**src/rtl/uart_cmd_pkg.sv**
```systemverilog
// Shared types for the UART command sequencer: FSM encoding, error codes, default sync byte.
// Latency: none, declarations only.
// Backpressure: not applicable.
package uart_cmd_pkg;

    typedef enum logic [2:0] {
        ST_IDLE  = 3'd0,
        ST_ADDR  = 3'd1,
        ST_DATA  = 3'd2,
        ST_CSUM  = 3'd3,
        ST_ISSUE = 3'd4
    } state_t;

    typedef enum logic [1:0] {
        ERR_NONE     = 2'd0,
        ERR_CSUM     = 2'd1,
        ERR_TIMEOUT  = 2'd2,
        ERR_OVERFLOW = 2'd3
    } err_code_t;

    localparam logic [7:0] SYNC_BYTE_DEFAULT = 8'hA5;

    // Frame checksum: 8-bit sum of address and data, carry dropped.
    function automatic logic [7:0] csum8(input logic [7:0] a, input logic [7:0] d);
        return a + d;
    endfunction

endpackage

```
**src/rtl/uart_cmd_timeout.sv**
```systemverilog
// Inter-byte timeout counter; expire pulses when the count sits at TIMEOUT_CYCLES-1 while enabled.
// Latency: expire is combinational from the count register, count updates one cycle after en/clr.
// Backpressure: none; clr has priority over en.
module uart_cmd_timeout #(
    parameter int TIMEOUT_CYCLES = 87000,
    localparam int W = (TIMEOUT_CYCLES > 2) ? $clog2(TIMEOUT_CYCLES) : 1
) (
    input  logic CLK,
    input  logic RST,
    input  logic clr,
    input  logic en,
    output logic expire
);

    localparam logic [W-1:0] LAST = W'(TIMEOUT_CYCLES - 1);

    logic [W-1:0] cnt;

    always_ff @(posedge CLK) begin
        if (RST || clr) begin
            cnt <= '0;
        end else if (en) begin
            cnt <= cnt + W'(1);
        end
    end

    assign expire = en && (cnt == LAST);

endmodule

```
**src/rtl/uart_cmd_sequencer.sv**
```systemverilog
// Frames sync/addr/data/csum bytes into register-write commands; inter-byte timeout under UART_CMD_TIMEOUT_EN.
// Latency: cmd_valid rises the cycle after the checksum byte; errors pulse the cycle after detection.
// Backpressure: cmd_valid holds until cmd_ready; bytes arriving meanwhile are dropped as overflow.
module uart_cmd_sequencer
    import uart_cmd_pkg::*;
#(
    parameter int         CLK_BAUD       = 870,
    parameter int         TIMEOUT_CYCLES = 87000,
    parameter logic [7:0] SYNC_BYTE      = SYNC_BYTE_DEFAULT
) (
    input  logic       CLK,
    input  logic       RST,
    input  logic [7:0] rx_byte,
    input  logic       rx_valid,
    output logic       cmd_valid,
    input  logic       cmd_ready,
    output logic [7:0] cmd_addr,
    output logic [7:0] cmd_data,
    output logic       busy,
    output logic       err_pulse,
    output logic [1:0] err_code,
    output logic [7:0] err_cnt
);

    // Bit timing belongs to the receiver; the parameter is kept so both share one setting.
    if (CLK_BAUD < 1 || TIMEOUT_CYCLES < 2) begin : g_param_range_bad
    end

    state_t     state, state_nxt;
    logic [7:0] addr_q, data_q;
    logic       timeout;
    logic       csum_ok, err_csum, err_ovf, err_any;

`ifdef UART_CMD_TIMEOUT_EN
    logic in_frame;

    assign in_frame = (state == ST_ADDR) || (state == ST_DATA) || (state == ST_CSUM);

    uart_cmd_timeout #(
        .TIMEOUT_CYCLES(TIMEOUT_CYCLES)
    ) u_timeout (
        .CLK    (CLK),
        .RST    (RST),
        .clr    (rx_valid || !in_frame),
        .en     (in_frame && !rx_valid),
        .expire (timeout)
    );
`else
    assign timeout = 1'b0;
`endif

    assign csum_ok  = (rx_byte == csum8(addr_q, data_q));
    assign err_csum = (state == ST_CSUM) && rx_valid && !csum_ok;
    assign err_ovf  = (state == ST_ISSUE) && rx_valid;
    assign err_any  = err_csum || err_ovf || timeout;

    always_ff @(posedge CLK) begin
        if (RST) begin
            state <= ST_IDLE;
        end else begin
            state <= state_nxt;
        end
    end

    always_comb begin
        state_nxt = state;
        case (state)
            ST_IDLE:  if (rx_valid && rx_byte == SYNC_BYTE) state_nxt = ST_ADDR;
            ST_ADDR:  if (rx_valid) state_nxt = ST_DATA;
                      else if (timeout) state_nxt = ST_IDLE;
            ST_DATA:  if (rx_valid) state_nxt = ST_CSUM;
                      else if (timeout) state_nxt = ST_IDLE;
            ST_CSUM:  if (rx_valid) state_nxt = csum_ok ? ST_ISSUE : ST_IDLE;
                      else if (timeout) state_nxt = ST_IDLE;
            ST_ISSUE: if (cmd_ready) state_nxt = ST_IDLE;
            default:  state_nxt = ST_IDLE;
        endcase
    end

    always_comb begin
        cmd_valid = (state == ST_ISSUE);
        busy      = (state != ST_IDLE);
    end

    // Command outputs load only on a good checksum so they keep the last accepted command.
    always_ff @(posedge CLK) begin
        if (RST) begin
            addr_q    <= '0;
            data_q    <= '0;
            cmd_addr  <= '0;
            cmd_data  <= '0;
            err_pulse <= 1'b0;
            err_code  <= ERR_NONE;
            err_cnt   <= '0;
        end else begin
            if (state == ST_ADDR && rx_valid) addr_q <= rx_byte;
            if (state == ST_DATA && rx_valid) data_q <= rx_byte;
            if (state == ST_CSUM && rx_valid && csum_ok) begin
                cmd_addr <= addr_q;
                cmd_data <= data_q;
            end
            err_pulse <= err_any;
            if (err_any) begin
                if (err_ovf)       err_code <= ERR_OVERFLOW;
                else if (err_csum) err_code <= ERR_CSUM;
                else               err_code <= ERR_TIMEOUT;
                if (err_cnt != 8'hFF) err_cnt <= err_cnt + 8'd1;
            end
        end
    end

endmodule

```
**config.mk**
```make
export PLATFORM = sky130hd
export DESIGN_NAME = uart_cmd_sequencer
export DESIGN_NICKNAME = d
export VERILOG_FILES = /design/src/rtl/uart_cmd_pkg.sv /design/src/rtl/uart_cmd_timeout.sv /design/src/rtl/uart_cmd_sequencer.sv
export SDC_FILE = /design/constraint.sdc
export NUM_CORES = 1
export LEC_CHECK = 0
export CAP_MARGIN = 20
export CORE_MARGIN = 4
export CORE_UTILIZATION = 54
export DETAILED_ROUTE_END_ITERATION = 16
export PLACE_DENSITY = 0.87
export SYNTH_ARGS = -nofsm -noshare
export SYNTH_HDL_FRONTEND = slang
export SYNTH_SLANG_ARGS = --single-unit
```
**constraint.sdc**
```tcl
create_clock -name CLK -period 6.4 [get_ports CLK]
set_input_delay 0.64 -clock CLK [delete_from_list [all_inputs] [get_ports CLK]]
set_output_delay 0.64 -clock CLK [all_outputs]
set_load 0.01 [all_outputs]
```
After elaboration in Yosys (flattened, before gate mapping)
Cells that the tools add are included.

operators by class
  add/sub/neg operators = 2
  equality and inequality tests = 12
  muxes and demuxes = 9
  reduce and logical (&&, ||, !) cells = 13

operators by type and width
  cell                   number
  $mux W3                6
  $pmux W3 S5            1
  $add A8 B1 Y8 const B  1
  $add A8 B8 Y8          1
  $eq A8 B8 Y1           1
  $eq A8 B8 Y1 const B   1
  $ne A2 B2 Y1 const B   4
  $ne A8 B8 Y1 const B   1
  $logic_and A1 B1 Y1    7
  $eq A3 B2 Y1 const B   2
  $reduce_and A5 Y1      1
  $mux W2                2
  $eq A3 B1 Y1 const B   1
  $eq A3 B3 Y1 const B   1
  $logic_not A3 Y1       1
  $reduce_bool A3 Y1     1
  $ne A2 B1 Y1 const B   1
  $reduce_and A2 Y1      1
  $logic_not A1 Y1       1
  $logic_or A1 B1 Y1     1

word-level totals
  register bits = 46
  bits of input ports = 12
  output and inout port bits = 29
  word-level logic and storage cells = 44

Longest topological paths before layout
  depth after elaboration = 6
  depth in mapped cells = 11
  depth with buffers taken out = 9

Least setup slack after synthesis
OpenSTA, ideal clock, no wires.

  path type = register -> register
  from = register addr_q[0]
  to = register cmd_addr[1]
  setup time = 0.128 ns
  arrival time = 2.687 ns
  data required time = 6.272 ns
  slack = 3.586 ns
  cell stages (with the launch flop) = 12
  path buffers = 2
  period minus slack after synthesis = 2.814 ns
  path through = dfxtp_1 -> ha_1 -> fa_1 -> xor2_1 -> xnor2_1 -> nand4b_1 -> or4_4 -> nor4_1 -> buf_4 -> buf_8 -> mux2i_1 -> nor2_1

on the way
  cells in the longest elaborated chain, start to end = 3

RTL lines
  item                    line                      source
  start, declared         uart_cmd_sequencer.sv:30  logic [7:0] addr_q, data_q;
  start signal, assigned  uart_cmd_sequencer.sv:96  if (state == ST_ADDR && rx_valid) addr_q <= rx_byte;
  $add A8 B8 Y8           uart_cmd_pkg.sv:25        return a + d;
  $eq A8 B8 Y1            uart_cmd_sequencer.sv:52  assign csum_ok = (rx_byte == csum8(addr_q, data_q));
  $logic_and A1 B1 Y1     uart_cmd_sequencer.sv:98  if (state == ST_CSUM && rx_valid && csum_ok) begin
  end signal, assigned    uart_cmd_sequencer.sv:99  cmd_addr <= addr_q;
  end, declared           uart_cmd_sequencer.sv:17  output logic [7:0] cmd_addr,

Every way passes these cells.
A chain may end at the register's enable or synchronous reset.

Worst setup path in the final report
  from = register addr_q[0]
  to = register cmd_addr[6]

Same word-level chain as after synthesis.

==> summary.txt <==
Routing
  – WL/cell: 14.1 um
  – # DRC: 0
  – DR pass1 iterations: 4
  – ANT nets after route: 0
  – Vias per inst: 5.50
  – Via count: 1772
  – Total wire length: 4530 um
  – Iter 0 DRT Violations: 116

Clock tree
  – Postcts setup bufs: 0
  – # clock sinks: 46
  – Hold Buf Count CTS: 0
  – CTS tree: yes
  – H-tree level count: 2
  – Clock Latency Late Sink: 0.29 ns
  – TritonCTS Buffers: 5
  – Clk buf depth: 2
  – PostCTS Resize Cnt: 0
  – Root buf cell: clkbuf_8
  – CTS clock-pin slew for the worst setup and hold paths: 0.08 ns

Finish
  – Area delta synth->final: 23.8%
  – Core Util, Final: 71.9%
  – Proportion of layout cells with a drive suffix above 1: 6.93%
  – Antenna diodes: 0
  – Nets: 294
  – Design area: 2730 um^2

Worst setup path
  – Worst R2R Setup Slack: 2.89 ns
  – Crit path capture type: flop
  – FF-to-FF End: cmd_addr[6]$_SDFFE_PP0P_
  – R2R depth: 10
  – CP max-delay cell: nor4_2
  – R2R Path Start: addr_q[0]$_SDFFE_PP0P_
  – Crit-path leading delay family: simple AND/OR/NAND/NOR gates
  – WP data arrival: 3.68 ns
  – Startpoint types: flop
  – Max incr delay on CP: 0.66 ns
  – Type of the worst setup path: flop to flop
  – Worst path required time: 6.57 ns
  – Crit-path max FO: 12
  – CP bufs+invs: 1
  – Cell Chain, Critical Path: ha_1, fa_1, xor2_1, xnor2_1, nand4b_1, or4_4, nor4_2, buf_4, mux2i_1, nor2_1

Min path
  – Worst hold start: err_code[0]$_SDFFE_PP0P_
  – Min-Delay Path Class: flop to flop
  – Hold path depth: 2
  – Hold Crit Endpoint: err_code[0]$_SDFFE_PP0P_

Synth
  – Mapped Avg Cell Area: 9.47 um^2
  – Synth top area share: 41.7%
  – Synth unique cells: 39
  – Most frequent cells after synthesis: dfxtp_1, nor2_1, mux2i_1, a21oi_1, xor2_1
  – Fraction of registers with async set/reset: 0%
  – FF+latch count, synth: 46
  – Post-Syn Instances: 233
  – Most frequent cell after synthesis: dfxtp_1
  – Number of synthesized flops with an enable pin: 0
  – Yosys Warn Count: 0
  – Net Count, Synth: 254
  – Largest area contributor in the netlist: dfxtp_1
  – Main area contributors after synthesis: dfxtp_1, mux2i_1, nor2_1
  – Seq/Total Area, Yosys: 41.7%
  – Synth Flop Type: dfxtp_1
  – Netlist Area Pre-Place: 2210 um^2

Global route
  – GRT overflow: 0
  – Largest net degree at the start of global routing: 47
  – First-pass GRT wire length: 7640 um
  – Number of global-route vias before repair: 1664
  – Gr usage total: 18.3%
  – Initial antenna violation count: 0

Place
  – Placed inst area: 2640 um^2
  – DP Wirelength: 3310 um
  – Port bufs: 40
  – Global placement routability congestion: 0.815

Power and ir drop
  – Switching fraction of total power: 21.0%
  – Leak Pwr: 0.989 nW
  – Pint: 383 uW
  – Sw Pwr: 102 uW
  – Peak VDD IR: 0.141 mV
  – Comb pwr share: 4.6%
  – Seq pwr share: 59.0%
  – Power Density: 177 nW/um^2
  – Power share of the clock group: 36.4%
  – Pwr Total: 485 uW

Timing
  – RSZ-0062 raised after global routing: false
  – Final setup fails: 0
  – Hold WS: 0.483 ns
  – Clock period minus final worst setup slack: 3.51 ns
  – Slew Limit Fails: 0
  – Fin. Hold Viols: 0
  – TNS Setup: 0 ns
  – Tcrit/Tclk final: 54.8%
  – Worst Skew: 0.00588 ns
  – FMAX: 285 MHz
  – Slew margin rel.: 38.0%
  – Worst Max-Slew Pin Slew: 0.927 ns

Outcome
  – Outcome: finished, final reports clean

Floorplan
  – Starting density of the core: 58.1%
  – Die Height: 71.9 um
  – Die area: 5170 um^2
  – IO Pins: 41
  – Die Width: 71.9 um
  – Core area: 3800 um^2
  – # rows: 22

Run
  – Max-cap violation count: 0
cells by family after synthesis:
kind of cell	after synthesis	synth area share [%]
AND/OR/NAND/NOR	84	19.3
multiplexers	33	15.0
flip-flops	46	41.7
XOR/XNOR	15	5.95
buffers and inverters	15	3.63
adder cells (fa/ha/maj)	9	5.44
AO/OA/AOI/OAI	31	8.96
layer usage:
layer | share of wire [%] | wire length, um | up-vias | track usage, %
met5 | 0 | 0 | - | 0
met4 | 1.3 | 57 | 0 | 5.64
met3 | 5.0 | 227 | 7 | 3.88
met2 | 48 | 2170 | 48 | 29.0
met1 | 46 | 2070 | 819 | 24.9
li1 | - | - | 898 | -
power by group through the flow:
stage	Clock, mW	Combinational (mW)	Sequential [mW]
2_1_floorplan	0	0.0107	0.293
3_3_place_gp	0	0.0219	0.293
3_5_place_dp	0	0.0222	0.293
4_1_cts	0.182	0.0223	0.286
5_1_grt	0.192	0.0241	0.286
6_report	0.177	0.0223	0.286
registers in the layout (all words and copies together), names as in the netlist:
register,cells
cmd_addr,8
data_q,8
err_code,2
state,3
addr_q,8
cmd_data,8
err_cnt,8
err_pulse,1
placed cells by master, fill, tap and decap left out, types with 2 or more instances in the layout:
master / instances
and4b_1: 2
nor2_1: 43
o21ai_0: 6
buf_4: 3
nand2_1: 4
xnor2_1: 6
nor4bb_1: 2
nand3_1: 8
clkbuf_8: 6
a21oi_1: 17
a211oi_1: 2
mux2i_1: 33
and3_1: 2
inv_1: 5
dfxtp_1: 46
or3_2: 4
nand4b_1: 2
ha_1: 8
clkdlybuf4s50_1: 40
nor3_1: 7
xor2_1: 9
worst max path at each step:
stage	from	depth (start not counted)	end
2_1_floorplan	addr_q[0]$_SDFFE_PP0P_	11	cmd_addr[1]$_SDFFE_PP0P_
3_3_place_gp	rx_byte[3]	9	cmd_data[2]$_SDFFE_PP0P_
3_5_place_dp	rx_byte[3]	9	cmd_addr[3]$_SDFFE_PP0P_
4_1_cts	addr_q[0]$_SDFFE_PP0P_	10	cmd_addr[6]$_SDFFE_PP0P_
5_1_grt	addr_q[0]$_SDFFE_PP0P_	10	cmd_addr[3]$_SDFFE_PP0P_
6_report	addr_q[0]$_SDFFE_PP0P_	10	cmd_addr[6]$_SDFFE_PP0P_
worst reg2reg max path, stage by stage (launching register included):
cell	delay [ns]
dfxtp_1	0.34
ha_1	0.25
fa_1	0.44
xor2_1	0.19
xnor2_1	0.16
nand4b_1	0.11
or4_4	0.54
nor4_2	0.66
buf_4	0.37
mux2i_1	0.26
nor2_1	0.06
through the flow:
step,worst slack (ns),instances
after floorplan,3.59,233
after global placement,2.88,314
after detailed placement,2.81,314
after CTS,2.89,322
after global routing,2.64,322
final,2.89,322
cell type report:
| class | count | area (um^2) |
|---|---|---|
| clock buffer | 7 | 86.3 |
| clock inverter | 1 | 5.00 |
| fill | 295 | 1070 |
| inverter | 5 | 18.8 |
| multi-input combinational | 172 | 1220 |
| sequential | 46 | 921 |
| tap | 48 | 60.1 |
| timing repair buffer | 43 | 423 |
Power figures use the tool's default switching activity.
